### src/rtl/mult_share_sched_if.sv
`default_nettype none
// ============================================================================
// Module   : mult_share_sched_if
// Purpose  : Requester-side bundle for the shared multiplier scheduler.
//            Carries the request/operand lines toward the scheduler and the
//            grant and response pulses back to the requesters.
// Ports    : req        - level request per requester
//            req_a/b    - packed operands, slice i = [i*W +: W]
//            gnt        - one-hot operand-capture pulse
//            rsp_valid  - one-hot response pulse
//            rsp_data   - product (upper W bits), 0 on error
//            rsp_err    - timeout flag, qualified by rsp_valid
// Revision : 1.0 - initial release
// ============================================================================
interface mult_share_sched_if #(
  parameter int NREQ = 4,
  parameter int W    = 8
);
  logic [NREQ-1:0]   req;
  logic [NREQ*W-1:0] req_a;
  logic [NREQ*W-1:0] req_b;
  logic [NREQ-1:0]   gnt;
  logic [NREQ-1:0]   rsp_valid;
  logic [W-1:0]      rsp_data;
  logic              rsp_err;

  // Requester side
  modport master (
    output req, req_a, req_b,
    input  gnt, rsp_valid, rsp_data, rsp_err
  );

  // Scheduler side
  modport slave (
    input  req, req_a, req_b,
    output gnt, rsp_valid, rsp_data, rsp_err
  );
endinterface
`default_nettype wire

### src/rtl/mult_share_sched.sv
`default_nettype none
// ============================================================================
// Module   : mult_share_sched
// Purpose  : Time-shares one iterative multiplier (start pulse, level done)
//            among NREQ requesters with round-robin arbitration. Operands
//            are captured in the grant cycle, a guard cycle masks the stale
//            done level left over from the previous operation, and a
//            watchdog returns an error response if done never rises.
// Ports    : clk, rst_n      - clock, asynchronous active-low reset
//            en              - 1 allows new grants; in-flight op always ends
//            req_bus         - requester bundle (slave side)
//            busy            - 1 whenever the FSM is not idle
//            mult_start      - one-cycle start pulse to the multiplier
//            mult_a/mult_b   - operands, held from start until next grant
//            mult_done       - multiplier done level
//            mult_product    - multiplier result, valid while done is high
// Revision : 1.0 - initial release
// ============================================================================
module mult_share_sched #(
  parameter int NREQ    = 4,
  parameter int W       = 8,
  parameter int TIMEOUT = 16
) (
  input  wire logic          clk,
  input  wire logic          rst_n,
  input  wire logic          en,
  mult_share_sched_if.slave  req_bus,
  output logic               busy,
  output logic               mult_start,
  output logic [W-1:0]       mult_a,
  output logic [W-1:0]       mult_b,
  input  wire logic          mult_done,
  input  wire logic [W-1:0]  mult_product
);

  localparam int c_idx_w = (NREQ > 1) ? $clog2(NREQ) : 1;
  localparam int c_cnt_w = $clog2(TIMEOUT);

  typedef enum logic [2:0] {
    S_IDLE  = 3'd0,
    S_ISSUE = 3'd1,
    S_GUARD = 3'd2,
    S_WAIT  = 3'd3,
    S_RESP  = 3'd4
  } state_t;

  state_t               r_state,     nxt_state;
  logic [c_idx_w-1:0]   r_ptr,       nxt_ptr;
  logic [c_idx_w-1:0]   r_owner,     nxt_owner;
  logic [c_cnt_w-1:0]   r_cnt,       nxt_cnt;
  logic [NREQ-1:0]      r_gnt,       nxt_gnt;
  logic [NREQ-1:0]      r_rsp_valid, nxt_rsp_valid;
  logic [W-1:0]         r_rsp_data,  nxt_rsp_data;
  logic                 r_rsp_err,   nxt_rsp_err;
  logic                 r_busy,      nxt_busy;
  logic                 r_start,     nxt_start;
  logic [W-1:0]         r_a,         nxt_a;
  logic [W-1:0]         r_b,         nxt_b;

  logic                 w_found;
  logic [c_idx_w-1:0]   w_win;

  // Round-robin search: first pending request strictly after the pointer,
  // so the last-served requester is considered last.
  always_comb begin
    w_found = 1'b0;
    w_win   = '0;
    for (int k = 1; k <= NREQ; k++) begin
      if (!w_found && req_bus.req[(int'(r_ptr) + k) % NREQ]) begin
        w_found = 1'b1;
        w_win   = c_idx_w'((int'(r_ptr) + k) % NREQ);
      end
    end
  end

  always_comb begin
    nxt_state     = r_state;
    nxt_ptr       = r_ptr;
    nxt_owner     = r_owner;
    nxt_cnt       = r_cnt;
    nxt_gnt       = '0;
    nxt_rsp_valid = '0;
    nxt_rsp_data  = r_rsp_data;
    nxt_rsp_err   = r_rsp_err;
    nxt_start     = 1'b0;
    nxt_a         = r_a;
    nxt_b         = r_b;

    case (r_state)
      S_IDLE: begin
        if (en && w_found) begin
          nxt_state      = S_ISSUE;
          nxt_gnt[w_win] = 1'b1;
          nxt_start      = 1'b1;
          nxt_a          = req_bus.req_a[int'(w_win)*W +: W];
          nxt_b          = req_bus.req_b[int'(w_win)*W +: W];
          nxt_owner      = w_win;
        end
      end
      S_ISSUE: nxt_state = S_GUARD;
      // Done may still be high from the previous product here; ignore it.
      S_GUARD: begin
        nxt_state = S_WAIT;
        nxt_cnt   = '0;
      end
      S_WAIT: begin
        if (mult_done) begin
          nxt_state              = S_RESP;
          nxt_rsp_valid[r_owner] = 1'b1;
          nxt_rsp_data           = mult_product;
          nxt_rsp_err            = 1'b0;
        end else if (r_cnt == c_cnt_w'(TIMEOUT - 1)) begin
          nxt_state              = S_RESP;
          nxt_rsp_valid[r_owner] = 1'b1;
          nxt_rsp_data           = '0;
          nxt_rsp_err            = 1'b1;
        end else begin
          nxt_cnt = r_cnt + 1'b1;
        end
      end
      S_RESP: begin
        nxt_state = S_IDLE;
        nxt_ptr   = r_owner;
      end
      default: nxt_state = S_IDLE;
    endcase

    nxt_busy = (nxt_state != S_IDLE);
  end

  always_ff @(posedge clk or negedge rst_n) begin
    if (!rst_n) begin
      r_state     <= S_IDLE;
      r_ptr       <= c_idx_w'(NREQ - 1);
      r_owner     <= '0;
      r_cnt       <= '0;
      r_gnt       <= '0;
      r_rsp_valid <= '0;
      r_rsp_data  <= '0;
      r_rsp_err   <= 1'b0;
      r_busy      <= 1'b0;
      r_start     <= 1'b0;
      r_a         <= '0;
      r_b         <= '0;
    end else begin
      r_state     <= nxt_state;
      r_ptr       <= nxt_ptr;
      r_owner     <= nxt_owner;
      r_cnt       <= nxt_cnt;
      r_gnt       <= nxt_gnt;
      r_rsp_valid <= nxt_rsp_valid;
      r_rsp_data  <= nxt_rsp_data;
      r_rsp_err   <= nxt_rsp_err;
      r_busy      <= nxt_busy;
      r_start     <= nxt_start;
      r_a         <= nxt_a;
      r_b         <= nxt_b;
    end
  end

  assign req_bus.gnt       = r_gnt;
  assign req_bus.rsp_valid = r_rsp_valid;
  assign req_bus.rsp_data  = r_rsp_data;
  assign req_bus.rsp_err   = r_rsp_err;
  assign busy              = r_busy;
  assign mult_start        = r_start;
  assign mult_a            = r_a;
  assign mult_b            = r_b;

endmodule
`default_nettype wire
### src/flat_wrapper.sv
// flat-port wrapper written by rule: the top's interface ports become plain ports
module mult_share_sched_flat 
#(
  parameter int NREQ    = 4,
  parameter int W       = 8,
  parameter int TIMEOUT = 16
)
  (clk, rst_n, en, busy, mult_start, mult_a, mult_b, mult_done, mult_product, req_bus_req, req_bus_req_a, req_bus_req_b, req_bus_gnt, req_bus_rsp_valid, req_bus_rsp_data, req_bus_rsp_err);
  mult_share_sched_if #(.NREQ(NREQ), .W(W)) req_bus_i ();
  input  wire logic clk;
  input  wire logic rst_n;
  input  wire logic en;
  output logic busy;
  output logic mult_start;
  output logic [W-1:0] mult_a;
  output logic [W-1:0] mult_b;
  input  wire logic mult_done;
  input  wire logic [W-1:0] mult_product;
  input wire logic [$bits(req_bus_i.req)-1:0] req_bus_req;
  input wire logic [$bits(req_bus_i.req_a)-1:0] req_bus_req_a;
  input wire logic [$bits(req_bus_i.req_b)-1:0] req_bus_req_b;
  output wire logic [$bits(req_bus_i.gnt)-1:0] req_bus_gnt;
  output wire logic [$bits(req_bus_i.rsp_valid)-1:0] req_bus_rsp_valid;
  output wire logic [$bits(req_bus_i.rsp_data)-1:0] req_bus_rsp_data;
  output wire logic [$bits(req_bus_i.rsp_err)-1:0] req_bus_rsp_err;
  assign req_bus_i.req = req_bus_req;
  assign req_bus_i.req_a = req_bus_req_a;
  assign req_bus_i.req_b = req_bus_req_b;
  assign req_bus_gnt = req_bus_i.gnt;
  assign req_bus_rsp_valid = req_bus_i.rsp_valid;
  assign req_bus_rsp_data = req_bus_i.rsp_data;
  assign req_bus_rsp_err = req_bus_i.rsp_err;
  mult_share_sched #(.NREQ(NREQ), .W(W), .TIMEOUT(TIMEOUT)) u_core (.clk(clk), .rst_n(rst_n), .en(en), .req_bus(req_bus_i), .busy(busy), .mult_start(mult_start), .mult_a(mult_a), .mult_b(mult_b), .mult_done(mult_done), .mult_product(mult_product));
endmodule
### config.mk
export PLATFORM = sky130hd
export DESIGN_NAME = mult_share_sched_flat
export DESIGN_NICKNAME = d
export VERILOG_FILES = /design/src/rtl/mult_share_sched_if.sv /design/src/rtl/mult_share_sched.sv /design/src/flat_wrapper.sv
export SDC_FILE = /design/constraint.sdc
export NUM_CORES = 1
export LEC_CHECK = 0
export ABC_AREA = 1
export CORE_MARGIN = 1
export CORE_UTILIZATION = 45
export CTS_BUF_LIST = sky130_fd_sc_hd__clkbuf_8
export DETAILED_ROUTE_END_ITERATION = 16
export PLACE_DENSITY = 0.8
export SYNTH_ARGS = -nofsm -noshare
export SYNTH_HDL_FRONTEND = slang
export SYNTH_SLANG_ARGS = --single-unit
### constraint.sdc
create_clock -name clk -period 2.2 [get_ports clk]
set_input_delay 0.22 -clock clk [delete_from_list [all_inputs] [get_ports clk]]
set_output_delay 0.22 -clock clk [all_outputs]
set_load 0.03 [all_outputs]
======== Word-level counts from Yosys, hierarchy flattened ========
Index checks and enable logic that the tools add are counted.
W data, S select, Z words.
word-level totals
  register bits ........................... 46
  output and inout port bits .............. 35
operators by class
  order comparisons ....................... 8
  reductions and logical operators ........ 20
  add/sub/neg operators ................... 5
  mux-type cells .......................... 42
  bitwise gates (word level) .............. 4
  equality and inequality tests ........... 7
  shifts and indexed selects .............. 2
operators with widths
  operator               number
  $shiftx A32 B6 Y8      2
  $mux W4                7
  $mux W1                18
  $lt A3 B4 Y1 const B   4
  $mux W8                2
  $pmux W3 S4            1
  $mux W3                3
  $bmux W1 S2            4
  $mux W2                4
  $pmux W4 S2            1
  $reduce_or A2 Y1       4
  $eq A3 B2 Y1 const B   2
  $logic_and A1 B1 Y1    6
  $lt A2 B3 Y1 const B   2
  $add A2 B1 Y2 const B  2
  $add A2 B2 Y2 const B  2
  $add A4 B1 Y4 const B  1
  $and A1 B1 Y1 const A  4
  $demux W1 S2           2
  $eq A4 B4 Y1 const B   1
  $ge A2 B1 Y1 const B   2
  $ne A2 B2 Y1 const B   2
  $reduce_and A2 Y1      2
  $reduce_bool A2 Y1     2
  other kinds (6)        8

======== Depth between registers and ports, before layout ========
Gate-level depths: netlist of the first run.
  depth after elaboration ................. 22
  mapped depth ............................ 16
  mapped depth without buffers ............ 14

======== Worst setup path before layout of the first run ========
No wires, ideal clock.
  kind .................................... reg2reg
  from .................................... register u_core.r_ptr[0]
  to ...................................... register u_core.r_a[0] (netlist: u_core.mult_a[0])
  arrival ................................. 1690 ps
  stages on the path, launching flop included .. 13
  library setup time ...................... 124 ps
  setup slack ............................. 385 ps
  required time ........................... 2076 ps
  path buffers ............................ 2
  path through ............................ dfstp_2 buf_6 nand2_1 nand2_1 nand2_2 nand2_4 inv_2 nand3_1 nand3_2 buf_6 or2_1 nand3_1 nand3_1
between the ends
  word-level cells in the longest chain between the ends .. 16
RTL lines
  element                                                 line                     text
  start: declaration                                      mult_share_sched.sv:48   logic [c_idx_w-1:0] r_ptr, nxt_ptr;
  start signal: assignment                                mult_share_sched.sv:134  r_ptr <= c_idx_w'(NREQ - 1);
  start signal: assignment                                mult_share_sched.sv:147  r_ptr <= nxt_ptr;
  branches (longest 16 deep; another with $add A2 B1 Y2)  n/a
  end signal: assignment                                  mult_share_sched.sv:156  r_a <= nxt_a;
  end: declaration                                        mult_share_sched.sv:57   logic [W-1:0] r_a, nxt_a;
Parallel ways; which one is timed is not known. The select of a mux whose other input is x is not followed.
A chain may end at the register's enable or synchronous reset.

======== Final worst setup path of the first run ========
  from .................................... register u_core.r_ptr[0]
  to ...................................... register u_core.r_b[6] (netlist: u_core.mult_b[6])
between the ends
  word-level cells in the longest chain between the ends .. 16
RTL lines
  element                                                 line                     text
  branches (longest 16 deep; another with $add A2 B1 Y2)  n/a
  end signal: assignment                                  mult_share_sched.sv:157  r_b <= nxt_b;
  end: declaration                                        mult_share_sched.sv:58   logic [W-1:0] r_b, nxt_b;
Parallel ways; which one is timed is not known. The select of a mux whose other input is x is not followed.

==> results_dict.tcl, run 1 <==
set metrics [dict create \
    status "completed" \
    cap_violations 0 \
    min_path_type "in2async" \
    clockBufferDepth 2 \
    drt-total-wl_microns 7420 \
    tightestPinTransition_ns 0.576 \
    start_kind "register" \
    ys_top_cells_by_area "dfrtp_1 (38%), nand2_1 (15%), inv_1 (8.6%)" \
    cts_inserted_buffers 5 \
    dp_cells 574 \
    post-dp-hpwl_microns 5530 \
    die-width_microns 82.2 \
    nNetsFinal 593 \
    ant_nets 0 \
    synth_top_area_cell "dfrtp_1" \
    hold_slack_ns 0.353 \
    grt_pass1_vias 2682 \
    finalHoldViolCount 0 \
    powerDensity_nw_per_um2 1500 \
    synthTopCellsByCount "nand2_1 (119), inv_1 (66), nand3_1 (47)" \
    fmax_mhz 481 \
    clk_pin_slew_worst_paths_ns 0.09 \
    ys_seq_area_share_pct 39.9 \
    r2r_cells 12 \
    grt_pass1_wl_microns 11800 \
    grt_max_degree 35 \
    critPathMaxFanout 34 \
    synth.top_cell.area_share_pct 38.1 \
    routed-via-count 2940 \
    slew_violations 0 \
    yosysMostFrequentCell "nand2_1" \
    crit_arrival_ns 2.26 \
    wl_per_cell_microns 12.6 \
    synth-async-reset-ratio_pct 100 \
    cts_root_buffer "clkbuf_8" \
    fill_cells 510 \
    finalWeightedCongestion 0.852 \
    irDropWorstVdd_uv 814 \
    htree_num_levels 2 \
    die_area_sq_um 6750 \
    drive_gt1_share_pct 11.3 \
    fin_tns_setup_ns 0 \
    ys_types 33 \
    endpoint_kind "register" \
    rsz0062_at_grt "yes" \
    syn_area_per_cell_sq_um 7.38 \
    clk-insertion-delay-late_ns 0.30 \
    post-route-drc-count 0 \
    p_leak_nw 2.16 \
    synth_fp_nets 473 \
    crit_required_ns 2.38 \
    antennaDiodeCount 0 \
    syn_area_sq_um 2890 \
    start_util_pct 47.7 \
    rows 28 \
    fp.coreArea_sq_um 6060 \
    synth-main-ff-cell "dfrtp_1" \
    synth_warnings 0 \
    die_y_microns 82.2 \
    ys_ff_latch 46 \
    fin_cells 588 \
    cts.sinks 46 \
    tritoncts "yes" \
    syn_inst 392 \
    period_share_pct 94.5 \
    setup_viol 0 \
    drt_iter0_drc 118 \
    io_buffers 114 \
    gr-total-overflow 0 \
    via_per_inst 5.00 \
    clock_skew_ns 0.00440 \
    first_pass_iters 4 \
    period_needed_ns 2.08 \
    io-pin-count 115 \
    fin_util_pct 69.7 \
    worstSetupPathType "reg2reg" \
    antenna_found_initial 0 \
    grt_use_total_pct 22.9 \
    slew_headroom_pct 61.5 \
    synth_edf_count 0 \
    area_growth_pct 46.0 \
]
-- path summary, 6_finish.rpt --
| path | from | end | slack [ns] |
|---|---|---|---|
| setup / recovery | u_core.r_ptr[0] | u_core.mult_b[6] | 0.12 |
| hold / removal | rst_n | u_core.req_bus.rsp_err | 0.35 |
| setup reg to reg | u_core.r_ptr[0] | u_core.mult_b[6] | 0.12 |
| hold reg to reg | u_core.r_owner[1] | u_core.req_bus.rsp_valid[0] | 0.48 |
| max in group asynchronous | rst_n | u_core.mult_b[3] | 1.15 |
| min in group clk | u_core.r_owner[1] | u_core.req_bus.rsp_valid[0] | 0.48 |
-- area by class of cell --
type,instances,area (sq um),area share (%)
Inverter,71,267,6.31
Timing Repair Buffer,131,1310,30.9
Clock inverter,3,25.0,0.593
Clock buffer,5,68.8,1.63
Sequential cell,46,1150,27.3
Tap cell,75,93.8,2.22
Multi-Input combinational cell,257,1310,31.0
-- flip-flops by register name (all words and copies together), names as in the netlist --
signal and count:
u_core.busy 1, u_core.mult_a 8, u_core.mult_b 8, u_core.mult_start 1
u_core.r_cnt 4, u_core.r_owner 2, u_core.r_ptr 2, u_core.r_state 3
u_core.req_bus.gnt 4, u_core.req_bus.rsp_data 8, u_core.req_bus.rsp_err 1, u_core.req_bus.rsp_valid 4
-- cells by family after synthesis --
group / Yosys count / synth area share [%]
AOI/OAI and AO/OA: 19 / 4.63
xor gates and xnor gates: 2 / 0.606
adders and majority gates: 1 / 0.433
buffers and inverters: 89 / 15.4
DFF: 46 / 39.9
and+or+nand+nor: 235 / 39.0
-- placed cells by master (no fill, tap or decap), types with 2 or more instances in the layout --
cell type        instances
a22o_1                   8
buf_4                   11
clkbuf_8                 5
clkdlybuf4s50_1        113
dfrtp_1                 44
dfstp_2                  2
inv_1                   66
inv_2                    5
nand2_1                118
nand2_2                 11
nand3_1                 47
nand3_2                  5
nand4_1                 20
nor2_1                   8
nor2_2                   2
nor2_4                   2
nor3_1                   6
o21ai_0                  6
or2_1                   12
-- repair_timing --
action | in CTS | in global routing
endpoints found under the hold margin | 14 | 0
gates resized for setup | 0 | 8
buffers inserted | 0 | 4
hold buffers | 1 | 0
setup endpoints to repair | 0 | 18
-- critical path: stages, from the launching register on --
cell and delay [ns]:
dfstp_2 0.60, clkbuf_2 0.17, nand2_1 0.05, nand2_1 0.10, nand2_2 0.07, nand2_2 0.09
nand2_2 0.06, nand3_1 0.12, nand3_2 0.13, buf_12 0.18, or2_1 0.22, nand3_1 0.09
nand3_1 0.07
-- stage by stage --
step	area (sq um)	total power, mW	setup slack, ns
3_3_place_gp	4040	5.45	0.156
3_5_place_dp	4040	5.55	0.115
5_1_grt	4220	6.88	-0.0664
4_1_cts	4140	6.10	0.105
6_report	4220	6.34	0.122
2_1_floorplan	2890	4.50	0.385
-- where the power goes --
group          internal (mW)  total, mW  leakage (nW)  switching (mW)
Combinational           1.82       4.40          1.53            2.58
Clock                  0.229      0.528        0.0447           0.298
Sequential              1.18       1.42         0.582           0.235
Total                   3.23       6.34          2.16            3.11
-- routing by layer --
layer | track usage [%] | vias to the layer above | routed length [microns]
li1 | - | 1461 | -
met1 | 27.6 | 1367 | 3070
met2 | 40.3 | 101 | 3810
met3 | 4.95 | 11 | 457
met4 | 7.54 | 0 | 78
met5 | 0 | - | 0
Note: power is estimated with default switching activity, not from simulation.
==> inputs of run 2 (changes only) <==
--- a/config.mk
+++ b/config.mk
@@ -7,10 +7,11 @@
 export LEC_CHECK = 0
 export ABC_AREA = 1
 export CORE_MARGIN = 1
-export CORE_UTILIZATION = 45
+export CORE_UTILIZATION = 50
 export CTS_BUF_LIST = sky130_fd_sc_hd__clkbuf_8
 export DETAILED_ROUTE_END_ITERATION = 16
-export PLACE_DENSITY = 0.8
+export DONT_BUFFER_PORTS = 1
+export PLACE_DENSITY = 0.62
 export SYNTH_ARGS = -nofsm -noshare
 export SYNTH_HDL_FRONTEND = slang
 export SYNTH_SLANG_ARGS = --single-unit
==> run 2 against run 1 <==
Sequential cell count unchanged. Largest power group unchanged. Cell area down 25%. Critical endpoint is now u_core.mult_a[4]. Clock-buffer cell count unchanged. Sequential power is 36% higher. Hold slack lost 0.29 ns. Non-clock buffer count shrank 114. Clock skew is 0.0016 ns lower. Worst setup slack better by 0.048 ns. Maximum frequency is 2.3% higher.
==> results_dict.tcl, run 2 (synthesis gave the netlist of run 1 again) <==
set metrics [dict create \
    wl_per_cell_microns 13.2 \
    fp.coreArea_sq_um 5540 \
    layout_common_cells "nand2_1 (118), inv_1 (65), nand3_1 (46)" \
    finalHoldViolCount 0 \
    start_kind "register" \
    path_delay_family "simple AND/OR/NAND/NOR gates" \
    worstHoldStart "mult_product[4]" \
    routed-via-count 2434 \
    drt-total-wl_microns 6210 \
    powerDensity_nw_per_um2 1870 \
    start_util_pct 52.2 \
    clock_skew_ns 0.00283 \
    p_seq_share_pct 32.7 \
    dp_cells 455 \
    tightestPinTransition_ns 0.580 \
    r2r-end "u_core.mult_a[4]" \
    die-width_microns 78.0 \
    worstSetupPathType "reg2reg" \
    max_stage_delay_ns 0.60 \
    crit_chain "inv_2 -> nand2_1 -> nand2_1 -> nand2_2 -> nand2_4 -> nor2_4 -> nand2_1 -> nand2_1 -> o21ai_4 -> buf_4 -> nand3_1 -> nand2_1 -> nand2_1 -> nand2_1" \
    worstHoldEndpoint "u_core.req_bus.rsp_data[4]" \
    clk-insertion-delay-late_ns 0.29 \
    r2r_slack_ns 0.17 \
    gr-total-overflow 0 \
    antenna_found_initial 0 \
    post-dp-hpwl_microns 4440 \
    htree_num_levels 2 \
    drt_iter0_drc 105 \
    io-pin-count 115 \
    cts.sinks 46 \
    grt_use_total_pct 20.9 \
    grt_max_degree 47 \
    combPwrFrac_pct 57.1 \
    antennaDiodeCount 0 \
    placed_cell_area_sq_um 2890 \
    clockBufferDepth 2 \
    setup_viol 0 \
    post-route-drc-count 0 \
    fmax_mhz 492 \
    slew_headroom_pct 61.2 \
    cap_violations 0 \
    io_buffers 0 \
    critPathBufInv 2 \
    nNetsFinal 479 \
    min_path_type "in2reg" \
    crit_required_ns 2.39 \
    r2r_cells 14 \
    finalWeightedCongestion 0.753 \
    hold_depth 1 \
    first_pass_iters 4 \
    critPathMaxFanout 10 \
    cpMaxStageDelayCell "dfstp_2" \
    layout_commonest_cell "nand2_1" \
    clk_pin_slew_worst_paths_ns 0.08 \
    area_growth_pct 9.56 \
    multi_input_area_sq_um 1340 \
    drive_gt1_share_pct 14.8 \
    die_y_microns 78.0 \
    period_share_pct 92.3 \
    period_needed_ns 2.03 \
    net-switching-power_mw 2.99 \
    cts_root_buffer "clkbuf_8" \
    netSwitchingFraction_pct 50.6 \
    p_int_mw 2.92 \
    place_ws_ns 0.0770 \
    crit_arrival_ns 2.22 \
    die_area_sq_um 6090 \
    p_leak_nw 1.74 \
    irDropWorstVdd_uv 768 \
    endpoint_kind "register" \
    setup_ws_ns 0.169 \
    grt_pass1_wl_microns 10200 \
    final_area_sq_um 3170 \
    grt_pass1_vias 2278 \
    worstReg2RegStart "u_core.r_ptr[0]" \
    power.total_mw 5.92 \
    slew_violations 0 \
    ant_nets 0 \
    fin_cells 471 \
    status "completed" \
    p_clk_share_pct 10.2 \
    cts_inserted_buffers 5 \
    register_area_sq_um 1150 \
    rows 27 \
    crit_top_cell "nand2_1" \
    fill_cells 552 \
    via_per_inst 5.17 \
    tritoncts "yes" \
]
[run 2: changes by cell type in the layout (fill, tap and decap cells not counted), sizes merged]
| cell | before | now |
|---|---|---|
| clkbuf | 7 | 6 |
| inv | 72 | 70 |
| clkinv | 1 | 2 |
| clkdlybuf4s50 | 113 | 0 |
| bufinv | 0 | 1 |
[run 2: metrics by stage]
| stage | util (%) | setup TNS [ns] | hold WS [ns] |
|---|---|---|---|
| 3_5_place_dp | 52.2 | 0 | -0.0746 |
| 2_1_floorplan | - | 0 | -0.0756 |
| 5_1_grt | 57.2 | -0.00356 | 0.0512 |
| 6_report | 57.2 | 0 | 0.0643 |
| 4_1_cts | 54.9 | 0 | 0.0536 |
| 3_3_place_gp | 52.2 | 0 | -0.0748 |
[run 2: worst reg2reg max path: stages (launching register included)]
cell	delay (ns)
dfstp_2	0.60
inv_2	0.10
nand2_1	0.07
nand2_1	0.09
nand2_2	0.11
nand2_4	0.07
nor2_4	0.13
nand2_1	0.12
nand2_1	0.12
o21ai_4	0.09
buf_4	0.17
nand3_1	0.10
nand2_1	0.05
nand2_1	0.05
nand2_1	0.05
[run 2: worst max path at each step]
stage / startpoint / to / slack, ns / cells past startpoint
floorplan: u_core.r_ptr[0] / u_core.mult_a[0] / 0.39 / 12
global placement: u_core.r_ptr[0] / u_core.mult_b[7] / 0.11 / 13
detailed placement: u_core.r_ptr[0] / u_core.mult_b[7] / 0.08 / 13
CTS: u_core.r_ptr[0] / u_core.mult_b[7] / 0.04 / 13
global route: u_core.r_ptr[0] / u_core.mult_b[5] / -0.004 / 14
finish: u_core.r_ptr[0] / u_core.mult_a[4] / 0.17 / 14
[run 2: repair_timing]
action | CTS | global route
gates resized for setup | 0 | 15
endpoints found under the hold margin | 46 | 0
hold buffers | 2 | 0
buffers inserted | 0 | 5
setup endpoints to repair | 0 | 18
[run 2: power groups by stage]
stage	sequential, mW	clock, mW	combinational, mW
after floorplan	1.86	0	2.64
after global placement	1.96	0	2.93
after detailed placement	1.96	0	2.96
after CTS	1.95	0.627	2.99
after global routing	1.99	0.661	3.81
final	1.93	0.605	3.38
[run 2: final cells by class]
cell class | instances | share of cell area (%)
multi-input combinational | 257 | 42.3
sequential | 46 | 36.4
inverter | 71 | 8.53
timing repair buffer | 17 | 6.44
tap | 72 | 2.84
clock buffer | 5 | 2.17
clock inverter | 3 | 1.26
[run 2: layer usage]
metal  vias up  GRT usage, %  share of wire (%)
met5         -             0                  0
met2        72          33.8                 48
met1      1119          28.0                 45
met3         5          5.70                6.5
li1       1238             -                  -
met4         0          4.44               0.63
==> inputs of run 3 (changes only) <==
==> constraint.sdc (replaced) <==
create_clock -name clk -period 2.04 [get_ports clk]
set_input_delay 0.204 -clock clk [delete_from_list [all_inputs] [get_ports clk]]
set_output_delay 0.204 -clock clk [all_outputs]
set_load 0.03 [all_outputs]
==> run 3 against run 2 <==
Clock power increased by 4.5%. Sequential power increased by 8%. Worst setup slack got worse by 0.14 ns. Critical endpoint is now u_core.mult_a[0]. Critical path depth decreased by 3. Via count increased by 1.6%.
==> results_dict.tcl, run 3 (synthesis gave the netlist of run 1 again) <==
set metrics [dict create \
    status "completed" \
    powerDensity_nw_per_um2 1980 \
    tightestPinTransition_ns 0.551 \
    worstHoldStart "mult_product[0]" \
    fp.coreArea_sq_um 5540 \
    period_needed_ns 2.01 \
    clk_pin_slew_worst_paths_ns 0.08 \
    htree_num_levels 2 \
    r2r-end "u_core.mult_a[0]" \
    ant_nets 0 \
    drt-total-wl_microns 6330 \
    cts_inserted_buffers 5 \
    crit_required_ns 2.22 \
    gr-total-overflow 0 \
    p_leak_nw 1.79 \
    start_util_pct 52.2 \
    hold_slack_ns 0.0482 \
    r2r_slack_ns 0.03 \
    via_per_inst 5.18 \
    final_area_sq_um 3250 \
    hold_depth 1 \
    endpoint_kind "register" \
    dp_cells 462 \
    fin_util_pct 58.7 \
    slew_headroom_pct 63.1 \
    setup_viol 0 \
    finalHoldViolCount 0 \
    io-pin-count 115 \
    clock_skew_ns 0.00279 \
    nNetsFinal 486 \
    power.total_mw 6.44 \
    drive_gt1_share_pct 18.2 \
    critPathMaxFanout 28 \
    layout_commonest_cell "nand2_1" \
    post-route-drc-count 0 \
    die_area_sq_um 6090 \
    first_pass_iters 4 \
    worstHoldEndpoint "u_core.req_bus.rsp_data[0]" \
    tritoncts "yes" \
    layout_common_cells "nand2_1 (114), inv_1 (65), dfrtp_1 (44)" \
    crit_arrival_ns 2.18 \
    period_share_pct 98.4 \
    cts.sinks 46 \
    grt_pass1_vias 2320 \
    rows 27 \
    io_buffers 0 \
    r2r_cells 11 \
    setup_ws_ns 0.0331 \
    worstSetupPathType "reg2reg" \
    routed-via-count 2474 \
    grt_pass1_wl_microns 10200 \
    irDropWorstVdd_uv 805 \
    cap_violations 0 \
    fin_tns_setup_ns 0 \
    antenna_found_initial 0 \
    die_y_microns 78.0 \
    drt_iter0_drc 76 \
    place_ws_ns -0.00515 \
    min_path_type "in2reg" \
    rsz0062_at_grt "yes" \
    start_kind "register" \
    fmax_mhz 498 \
    fin_cells 478 \
    antennaDiodeCount 0 \
    clockBufferDepth 2 \
    slew_violations 0 \
    wl_per_cell_microns 13.2 \
    worstReg2RegStart "u_core.r_ptr[0]" \
    post-dp-hpwl_microns 4600 \
    finalWeightedCongestion 0.824 \
    placed_cell_area_sq_um 2980 \
    clk-insertion-delay-late_ns 0.29 \
    cts_root_buffer "clkbuf_8" \
    die-width_microns 78.0 \
    grt_max_degree 47 \
    grt_use_total_pct 21.1 \
    area_growth_pct 12.5 \
]
## run 3: routing by layer
metal  vias to the layer above  share of wire [%]  global-route usage [%]
met3                         5                5.6                    5.23
li1                       1251                  -                       -
met4                         0               0.65                    4.07
met1                      1150                 44                    27.3
met2                        68                 50                    35.7
met5                         -                  0                       0
## run 3: layout make-up
type                       count  area (sq um)
clock buffer                   8           110
fill                         554          2290
inverter                      71           273
multi-input combinational    257          1360
sequential                    46          1150
tap                           72          90.1
timing repair buffer          24           270
## run 3: worst max-delay path, cell delays in order, from the launching register on
cell and delay (ns):
dfstp_2 0.60, buf_4 0.14, nand2_1 0.07, nand3_1 0.08, nand2_1 0.09, buf_4 0.15
nand3_4 0.11, nand3_4 0.12, buf_12 0.17, or2_1 0.23, nand3_2 0.07, nand3_1 0.06
## run 3: power by group
part           leakage [nW]  internal (mW)  switching [mW]
combinational          1.15           1.59            2.14
sequential            0.582           1.27           0.812
clock                0.0575          0.342           0.290
## run 3: timing repair
action / CTS / global route
hold buffers: 2 / 0
gates resized for setup: 2 / 17
endpoints found under the hold margin: 46 / 0
buffers inserted: 0 / 6
pin swaps: 0 / 5
endpoints found under the setup margin: 15 / 22
## run 3: worst max-delay path by stage
stage / from / to / slack [ns] / depth (start not counted)
floorplan: u_core.r_ptr[0] / u_core.mult_a[0] / 0.23 / 12
global placement: u_core.r_ptr[0] / u_core.mult_b[7] / 0.02 / 13
detailed placement: u_core.r_ptr[0] / u_core.mult_b[7] / -0.005 / 13
CTS: u_core.r_ptr[0] / u_core.mult_a[0] / 0.003 / 12
global route: u_core.r_ptr[0] / u_core.mult_a[0] / -0.15 / 12
finish: u_core.r_ptr[0] / u_core.mult_a[0] / 0.03 / 11
